==> config.mk <==
export PLATFORM = sky130hd
export DESIGN_NAME = fifo_param
export DESIGN_NICKNAME = d
export VERILOG_FILES = /design/src/rtl/fifo_pkg.sv /design/src/rtl/fifo_ram.sv /design/src/rtl/fifo_param.sv
export SDC_FILE = /design/constraint.sdc
export NUM_CORES = 1
export LEC_CHECK = 0
export CELL_PAD_IN_SITES_DETAIL_PLACEMENT = 1
export CELL_PAD_IN_SITES_GLOBAL_PLACEMENT = 2
export CORE_MARGIN = 2
export CORE_UTILIZATION = 36
export DETAILED_ROUTE_END_ITERATION = 12
export PLACE_DENSITY = 0.68
export REMOVE_ABC_BUFFERS = 1
export SLEW_MARGIN = 20
export SYNTH_ARGS = -nofsm -noshare
export SYNTH_HDL_FRONTEND = slang
export SYNTH_HIERARCHICAL = 1
export SYNTH_SLANG_ARGS = --single-unit
==> constraint.sdc <==
create_clock -name clk -period 5.87 [get_ports clk]
set_clock_uncertainty 0.15 [all_clocks]
set_input_delay 1.174 -clock clk [delete_from_list [all_inputs] [get_ports clk]]
set_output_delay 1.174 -clock clk [all_outputs]
set_load 0.03 [all_outputs]
==> src/rtl/fifo_pkg.sv <==
// fifo_pkg: shared helpers and types for the parametrised FIFO.
package fifo_pkg;
    function automatic int ptr_w(input int depth);
        return $clog2(depth);
    endfunction
    typedef struct packed {
        logic full;
        logic empty;
        logic almost_full;
        logic almost_empty;
        logic overflow;
        logic underflow;
    } fifo_status_t;
endpackage

==> src/rtl/fifo_ram.sv <==
// fifo_ram: DEPTH x WIDTH storage, synchronous write, combinational read.
module fifo_ram
    import fifo_pkg::*;
#(
    parameter int WIDTH = 8,
    parameter int DEPTH = 16
) (
    input  logic                    clk,
    input  logic                    we,
    input  logic [ptr_w(DEPTH)-1:0] waddr,
    input  logic [WIDTH-1:0]        wdata,
    input  logic [ptr_w(DEPTH)-1:0] raddr,
    output logic [WIDTH-1:0]        rdata
);
    logic [WIDTH-1:0] mem [DEPTH];
    always_ff @(posedge clk)
        if (we) mem[waddr] <= wdata;
    assign rdata = mem[raddr];
endmodule

==> src/rtl/fifo_param.sv <==
// fifo_param: parametrised show-ahead synchronous FIFO with level flags and error reporting.
// Define FIFO_STICKY_ERR_EN to make overflow/underflow sticky until clr or reset.
module fifo_param
    import fifo_pkg::*;
#(
    parameter int WIDTH    = 8,
    parameter int DEPTH    = 16,
    parameter int AF_LEVEL = DEPTH - 2,
    parameter int AE_LEVEL = 2
) (
    input  logic                   clk,
    input  logic                   rst_n,
    input  logic                   clr,
    input  logic                   write,
    input  logic [WIDTH-1:0]       din,
    input  logic                   read,
    output logic [WIDTH-1:0]       dout,
    output logic                   full,
    output logic                   empty,
    output logic                   almost_full,
    output logic                   almost_empty,
    output logic [$clog2(DEPTH):0] count,
    output logic                   overflow,
    output logic                   underflow
);
    localparam int PW    = ptr_w(DEPTH);
    localparam int CNT_W = PW + 1;
    localparam logic [CNT_W-1:0] AF_C   = CNT_W'(AF_LEVEL);
    localparam logic [CNT_W-1:0] AE_C   = CNT_W'(AE_LEVEL);
    localparam logic [CNT_W-1:0] FULL_C = CNT_W'(DEPTH);

    if (DEPTH < 2 || (DEPTH & (DEPTH - 1)) != 0 || AE_LEVEL >= AF_LEVEL || AF_LEVEL > DEPTH) begin : g_bad_cfg
        $error("fifo_param: illegal DEPTH/AF_LEVEL/AE_LEVEL");
    end

    logic [PW-1:0]    wptr, rptr;
    logic [CNT_W-1:0] count_nxt;
    logic             wr_ok, rd_ok, ovf_set, unf_set;

    // clr masks every request so a flush never writes or raises an error
    always_comb begin
        wr_ok     = write & (!full | read) & !clr;
        rd_ok     = read & !empty & !clr;
        ovf_set   = write & full & !read & !clr;
        unf_set   = read & empty & !clr;
        count_nxt = clr ? '0 : count + CNT_W'(wr_ok) - CNT_W'(rd_ok);
    end

    always_ff @(posedge clk or negedge rst_n) begin
        if (!rst_n) begin
            wptr         <= '0;
            rptr         <= '0;
            count        <= '0;
            full         <= 1'b0;
            empty        <= 1'b1;
            almost_full  <= 1'b0;
            almost_empty <= 1'b1;
            overflow     <= 1'b0;
            underflow    <= 1'b0;
        end else begin
            wptr         <= clr ? '0 : wptr + PW'(wr_ok);
            rptr         <= clr ? '0 : rptr + PW'(rd_ok);
            count        <= count_nxt;
            full         <= count_nxt == FULL_C;
            empty        <= count_nxt == '0;
            almost_full  <= count_nxt >= AF_C;
            almost_empty <= count_nxt <= AE_C;
`ifdef FIFO_STICKY_ERR_EN
            overflow     <= !clr & (overflow | ovf_set);
            underflow    <= !clr & (underflow | unf_set);
`else
            overflow     <= ovf_set;
            underflow    <= unf_set;
`endif
        end
    end

    fifo_ram #(.WIDTH(WIDTH), .DEPTH(DEPTH)) u_ram (
        .clk  (clk),
        .we   (wr_ok),
        .waddr(wptr),
        .wdata(din),
        .raddr(rptr),
        .rdata(dout)
    );
endmodule

Word level (Yosys, flattened, before mapping)

Memory sizes are Yosys's and may differ from the RTL's.
Cells that the tools add are included.
W data, S select, Z words.

Register bits after elaboration: 19
Memory bits (writable): 128
Memories kept: 1

Memory list:

| name      | depth | bits a word | read ports | clocked after memory_dff | write ports | RTL line       | source |
|---|---|---|---|---|---|---|---|
| u_ram.mem | 16    | 8           | 1          | 0                        | 1           | fifo_ram.sv:15 | `logic [WIDTH-1:0] mem [DEPTH];` |

Add/sub/neg operators: 4
Order comparisons: 2
Equal/unequal tests: 1
Muxes and demuxes: 5
Bitwise operators: 10
Reduce and logical (&&, ||, !) cells: 5

Operators with widths:

| operator             | number |
|---|---|
| $and A1 B1 Y1        | 9 |
| $add A4 B1 Y4        | 2 |
| $mux W4              | 2 |
| $add A5 B1 Y5        | 1 |
| $eq A5 B5 Y1 const B | 1 |
| $ge A5 B4 Y1 const B | 1 |
| $le A5 B2 Y1 const B | 1 |
| $logic_not A5 Y1     | 1 |
| $mux W5              | 1 |
| $sub A5 B1 Y5        | 1 |
| $logic_not A1 Y1     | 4 |
| $mux W1              | 2 |
| $or A1 B1 Y1         | 1 |

Longest topological paths before layout

Gate-level depths: netlist (run 1).

Depth after elaboration: 8
Gate-level depth with buffers: 12
Mapped depth without buffers: 12

Modules after synthesis

The synthesis (run 1) kept the hierarchy.

By module, submodules not included:

| module     | times used | cells an instance | area each (um^2) | seq. area each (um^2) |
|---|---|---|---|---|
| fifo_ram   | 1          | 221               | 4987.3           | 3843.7 |
| fifo_param | 1          | 85                | 930.9            | 478.0 |

Least setup slack after synthesis (run 1)

No wires, ideal clock.

Kind: input to register
Start: input clr
End: register almost_full
Arrival time: 3481 ps
Data required time: 5638 ps
Setup slack: 2157 ps
Stages on the path: 10
Path buffers: 2
Cell sequence: clkbuf_1 > clkbuf_1 > nor3_1 > ha_1 > inv_1 > ha_1 > inv_1 > fa_1 > or4_1 > a31oi_1

Word-level cells in the longest chain between the ends: 6

RTL lines:

| item                   | RTL line                           | source |
|---|---|---|
| start: declaration     | fifo_param.sv:13                   | `input logic clr,` |
| $logic_not A1 Y1       | fifo_param.sv:42, fifo_param.sv:43 |  |
| $and A1 B1 Y1          | fifo_param.sv:42                   | `wr_ok = write & (!full \| read) & !clr;` |
| $add A5 B1 Y5          | fifo_param.sv:46                   | `count_nxt = clr ? '0 : count + CNT_W'(wr_ok) - CNT_W'(rd_ok);` |
| $sub A5 B1 Y5          | fifo_param.sv:46                   |  |
| $mux W5 (*)            | fifo_param.sv:46                   |  |
| $ge A5 B4 Y1 (*)       | fifo_param.sv:66                   | `almost_full <= count_nxt >= AF_C;` |
| end signal: assignment | fifo_param.sv:56                   | `almost_full <= 1'b0;` |
| end signal: assignment | fifo_param.sv:66                   |  |
| end: declaration       | fifo_param.sv:20                   | `output logic almost_full,` |

Mark *: on every way between the ends. The rest lies on a longest branch, timed or not.

Worst setup path after layout (run 1)

Start: register rptr[0]
End: output dout[5]

Word-level cells in the longest chain between the ends: 1

RTL lines:

| item                     | RTL line         | source |
|---|---|---|
| start: declaration       | fifo_param.sv:36 | `logic [PW-1:0] wptr, rptr;` |
| start signal: assignment | fifo_param.sv:62 | `rptr <= clr ? '0 : rptr + PW'(rd_ok);` |
| $mem_v2 Z16 W8           | --               |  |
| end: declaration         | fifo_param.sv:17 | `output logic [WIDTH-1:0] dout,` |

Every way passes these cells.

==> results.ini, run 1 <==
[clock_tree]
cts_made_buffers = 17
cts-hold-fix-buffers = 0
ctsHtreeMaxLevel = 4
path_clk_slew_ps = 60
root_buffer = clkbuf_16
cts_tree = built
cts_buffer_depth = 2
post_cts.repair.setup_buffers = 0
cts_resized = 0
insertion_delay_ps = 420
cts_sinks = 147

[global_route]
grt_max_degree = 35
antenna_found_initial = 0
grtUsageTotal = 0.1538
grt_pass1_vias = 3262
gr-total-overflow = 0
grt_pass1_wl_um = 19460

[place]
portBuffers = 31
place_congestion = 0.7406
dp_cells = 546
post-dp-hpwl_um = 7761

[worst_setup_path]
crit_path_start_kind = flip-flop
critical-path-top-delay-family = buffers and inverters
cp_slowest_cell = dfrtp_2
worstSetupPathType = flip-flop to output pin
reg2regPathDepth = 10
crit_cells = 5
cpPeakStageDelay_ps = 780
crit_fanout = 20
cp_num_buf_inv = 2
crit_required_ps = 4550
critPathArrivalTime_ps = 3110
ff2ff_setup_slack_ps = 3200
end_kind = output pin
critical_path.cell_chain = buf_4 > mux4_1 > a22oi_1 > nand2_1 > clkdlybuf4s50_1

[power]
power_density_nw_per_um2 = 399.6
internal_power_mw = 2.131
peakVddDrop_uv = 241.8
p_sw_frac = 0.2473
power_frac_clock = 0.415
power.switching_uw = 700.3
seq_power_share = 0.431
p_leak_nw = 2.390
p_comb_frac = 0.154

[timing]
period_minus_slack_ps = 4430
worstMarginPinSlew_ps = 1068
rsz0062_at_grt = no
drv_slew = 0
setup_viol = 0
fmax_ghz = 0.2258
period_share = 0.7546
hold_viol = 0
finalSetupTns_ps = 0
slew_headroom = 0.2851

[outcome]
outcome = complete, no violations

[cells_and_area]
layout-drive-gt1-share = 0.1630
layout_common_cells = edfxtp_1 (128), clkdlybuf4s50_1 (31), nor2_1 (24)
syn_to_final_growth_pct = 19.73
final.fill_count = 1547
final_common_cell = edfxtp_1
layout.nets = 372
final_cells = 578
n_antenna_cell = 0

[routing]
wl_per_cell_um = 21.45
vias_per_cell = 5.119
vias = 2959
drt_iter0_markers = 226
antenna_left = 0
wirelength_um = 12400
drc = 0
dr.pass1.iters = 4

[die]
start_util = 0.3699
die_h_um = 132.2
core_sq_um = 16000
dieArea_sq_um = 17480
die_x_um = 132.2
io_pins = 32
fp-row-count = 46

[logic_synthesis]
synth.distinct_cells = 35
synth_seq_cells = 147
yosysWarningCount = 6
synthCells = 306
synth-async-reset-ratio = 0.1293
syn_area_per_cell_sq_um = 19.34
ys_dominant_reg_cell = edfxtp_1
syn-cell-area_sq_um = 5918
ys_seq_area_frac = 0.7302
synth_edf_count = 128

[job]
maxCapViolations = 0

[worst_hold_path]
hold_path.class = flip-flop to flip-flop
holdPathStages = 2

==> path summary, 6_finish.rpt <==
| check | start | end |
|---|---|---|
| setup reg to reg | empty | full |
| max in group asynchronous | rst_n | rptr[1] |
| hold / removal | full | overflow |
| hold reg to reg | full | overflow |
| min in group asynchronous | rst_n | rptr[3] |
| setup / recovery | rptr[0] | dout[5] |
==> state kept, by name, summed over array words and instances, names as in the netlist <==
signal / flops
count: 5
almost_empty: 1
almost_full: 1
u_ram/mem: 128
underflow: 1
full: 1
overflow: 1
empty: 1
rptr: 4
wptr: 4
==> layer usage <==
layer | share of wire | track usage | vias up
li1 | - | - | 1311
met1 | 0.43 | 0.2017 | 1551
met2 | 0.49 | 0.2445 | 81
met3 | 0.057 | 0.04114 | 16
met4 | 0.020 | 0.06332 | 0
met5 | 0 | 0 | -
==> through the flow <==
stage	setup slack [ps]	hold WS (ps)	power [mW]	cell area (sq um)	utilization
3_3_place_gp	1520	427.3	1.678	6450	0.4031
4_1_cts	1298	431.0	2.862	7086	0.4428
5_1_grt	1215	469.0	2.944	7086	0.4428
3_5_place_dp	1489	402.4	1.680	6450	0.4031
2_1_floorplan	2220	396.1	1.515	5824	-
6_report	1440	429.3	2.832	7086	0.4428
==> synthesized netlist by cell type, types with 2 or more instances <==
| master | instances | area [sq um] |
|---|---|---|
| edfxtp_1 | 128 | 3844 |
| nor2_1 | 24 | 90.09 |
| mux4_2 | 18 | 405.4 |
| dfrtp_1 | 17 | 425.4 |
| a22oi_1 | 16 | 120.1 |
| mux4_1 | 14 | 367.9 |
| nand2_1 | 13 | 48.80 |
| ha_1 | 9 | 112.6 |
| inv_1 | 9 | 33.78 |
| nor2b_1 | 7 | 43.79 |
| nor3_1 | 5 | 25.02 |
| nand2b_1 | 4 | 25.02 |
| nand3_1 | 4 | 20.02 |
| xnor2_1 | 4 | 35.03 |
| xor2_1 | 4 | 35.03 |
| buf_2 | 3 | 15.01 |
| buf_6 | 3 | 33.78 |
| clkdlybuf4s25_2 | 3 | 30.03 |
| a41o_1 | 2 | 20.02 |
| clkbuf_1 | 2 | 7.510 |
| dfstp_2 | 2 | 52.55 |
| nand3b_1 | 2 | 15.01 |
==> power by group through the flow <==
stage | Combinational (mW) | Clock, mW | Sequential [mW]
2_1_floorplan | 0.227 | 0 | 1.29
3_3_place_gp | 0.435 | 0 | 1.24
3_5_place_dp | 0.438 | 0 | 1.24
4_1_cts | 0.442 | 1.20 | 1.22
5_1_grt | 0.474 | 1.24 | 1.23
6_report | 0.435 | 1.18 | 1.22
==> logic make-up (layout without fill, tap and decap cells) <==
group           Yosys count  in the layout  synth area share
mux                      32             32            0.1307
buf+inv                  21             77           0.02156
fa+ha+maj                10             10           0.02241
simple gates             66             66           0.05476
flops                   147            147            0.7302
compound gates           22             22           0.02854
xor+xnor                  8              8           0.01184
==> cell type report <==
type | instances | area, sq um | share of cell area
Timing Repair Buffer | 36 | 347.8 | 0.04909
Multi-Input combinational cell | 138 | 1474 | 0.2080
Clock buffer | 19 | 432.9 | 0.06110
Sequential cell | 147 | 4324 | 0.6103
Clock inverter | 13 | 202.7 | 0.02861
Tap cell | 216 | 270.3 | 0.03814
Inverter | 9 | 33.78 | 0.004768
==> worst min-delay path, cell delays in order (launching register included) <==
cell     delay, ps
dfrtp_1        390
nand2_1         90
nor2_1          50
No activity file was read; power rests on OpenSTA's default activity.
==> run 2: changes to the inputs <==
Clock period 5.87 ns to 4.3 ns, I/O delays scaled along.
==> results.ini, run 2 (synthesis gave the netlist of run 1 again) <==
[routing]
wirelength_um = 12970  ; +4.6%
wl_per_cell_um = 21.80  ; +1.6%
vias_per_cell = 5.037  ; -1.6%
dr.pass1.iters = 4  ; unchanged
drc = 0  ; unchanged
antenna_left = 0  ; unchanged
drt_iter0_markers = 250  ; +11%
vias = 2997  ; +1.3%

[power]
power.switching_uw = 923.2  ; +32%
power_mw = 3.589  ; +27%
peakVddDrop_uv = 292.8  ; +21%
power_frac_clock = 0.370  ; -0.045
p_leak_nw = 2.413  ; +0.96%
internal_power_mw = 2.666  ; +25%
seq_power_share = 0.459  ; +0.028
p_comb_frac = 0.172  ; +0.018
p_sw_frac = 0.2572  ; +0.009894
power_density_nw_per_um2 = 505.5  ; +26%

[cells_and_area]
biggestRegsByFlops = u_ram/mem x128, count x5
final.fill_count = 1577  ; +1.9%
final_common_cell = edfxtp_1
utilization = 0.4438  ; +0.0009380
n_antenna_cell = 0  ; unchanged
layout.nets = 389  ; +4.6%
layout-drive-gt1-share = 0.1821  ; +0.01907
layout_common_cells = edfxtp_1 (128), clkdlybuf4s50_1 (31), nor2_1 (24)
largest_reg_flops = 128  ; unchanged
syn_to_final_growth_pct = 19.98
max_flop_register = u_ram/mem
finish.instance_area_sq_um = 7101  ; +0.21%

[place]
post-dp-hpwl_um = 8266  ; +6.5%
place_area_sq_um = 6571  ; +1.9%
place_congestion = 0.7430  ; +0.32%
portBuffers = 31  ; unchanged

[die]
dieArea_sq_um = 17480  ; unchanged
fp-row-count = 46  ; unchanged
die_x_um = 132.2  ; unchanged
die_h_um = 132.2  ; unchanged
core_sq_um = 16000  ; unchanged
start_util = 0.3699  ; unchanged
io_pins = 32  ; unchanged

[clock_tree]
insertion_delay_ps = 420  ; about the same
post_cts.repair.setup_buffers = 0  ; unchanged
cts_buffer_depth = 2  ; unchanged
cts-hold-fix-buffers = 0  ; unchanged
cts_made_buffers = 17  ; unchanged
path_clk_slew_ps = 60  ; about the same
root_buffer = clkbuf_16
cts_resized = 0  ; unchanged
ctsHtreeMaxLevel = 4  ; unchanged
cts_tree = built
cts_sinks = 147  ; unchanged

[job]
maxCapViolations = 0  ; unchanged

[outcome]
outcome = complete, no violations

[worst_setup_path]
crit_fanout = 20  ; unchanged
critPathArrivalTime_ps = 2800  ; -310 ps
end_kind = output pin
reg2reg_from = empty
reg2regPathDepth = 9  ; -1
crit_path_start_kind = flip-flop
rr_endpoint = almost_full
ff2ff_setup_slack_ps = 1640  ; -1560 ps
crit_required_ps = 3290  ; -1260 ps
worstSetupPathType = flip-flop to output pin

[worst_hold_path]
hold_path.class = flip-flop to flip-flop
hp-start = full
whs_endpoint = overflow
holdPathStages = 2  ; unchanged

[timing]
setup_viol = 0  ; unchanged
period_share = 0.8858
finalSetupTns_ps = 0  ; unchanged
rsz0062_at_grt = no
fmax_ghz = 0.2625
drv_slew = 0  ; unchanged
slew_headroom = 0.3991  ; +0.1140
period_minus_slack_ps = 3809
worstMarginPinSlew_ps = 898.6  ; -169.9 ps
hold_viol = 0  ; unchanged

[global_route]
grt_pass1_wl_um = 20390  ; +4.8%
grtUsageTotal = 0.1611  ; +0.007270
antenna_found_initial = 0  ; unchanged
grt_pass1_vias = 3408  ; +4.5%
grt_max_degree = 21  ; -40%
gr-total-overflow = 0  ; unchanged

## run 2: critical path, cell delays in order (launching register included)
cell	delay, ps
dfrtp_2	360
buf_4	350
mux4_1	630
a22oi_1	330
nand2_1	100
clkdlybuf4s50_1	600
## run 2: layer usage
layer | track usage | vias to the layer above | routed length [um]
li1 | - | 1344 | -
met1 | 0.2066 | 1576 | 5696
met2 | 0.2636 | 61 | 6549
met3 | 0.04537 | 16 | 535
met4 | 0.05795 | 0 | 189
met5 | 0 | - | 0
## run 2: worst max path at each step
| stage | endpoint | cells past startpoint | startpoint | slack (ps) |
|---|---|---|---|---|
| 6_report | dout[3] | 5 | rptr[0] | 490 |
| 5_1_grt | dout[3] | 5 | rptr[0] | 360 |
| 4_1_cts | dout[3] | 5 | rptr[0] | 390 |
| 3_5_place_dp | full | 12 | clr | 450 |
| 3_3_place_gp | full | 12 | clr | 500 |
| 2_1_floorplan | dout[0] | 3 | rptr[0] | 960 |
## run 2: cell type report
cell class,count,area (sq um),area share
clock inverters,11,88.84,0.01251
well taps,216,270.3,0.03806
clock buffers,21,440.4,0.06203
multi-input cells,138,1469,0.2069
flip-flops and latches,147,4323,0.6088
repair buffers,53,475.5,0.06696
inverters,9,33.78,0.004758
## run 2: stage by stage
stage / std cells / setup slack [ps] / hold slack [ps]
detailed placement: 563 / 445.2 / 397.7
global placement: 563 / 499.3 / 420.0
finish: 595 / 491.0 / 415.0
global route: 595 / 364.4 / 433.5
CTS: 595 / 386.6 / 416.5
floorplan: 294 / 963.9 / 396.1
## run 2: power by group through the flow
stage | clock (mW) | sequential (mW) | combinational (mW)
2_1_floorplan | 0 | 1.76 | 0.310
3_5_place_dp | 0 | 1.67 | 0.622
5_1_grt | 1.43 | 1.65 | 0.679
4_1_cts | 1.36 | 1.65 | 0.627
6_report | 1.33 | 1.65 | 0.616
3_3_place_gp | 0 | 1.68 | 0.615
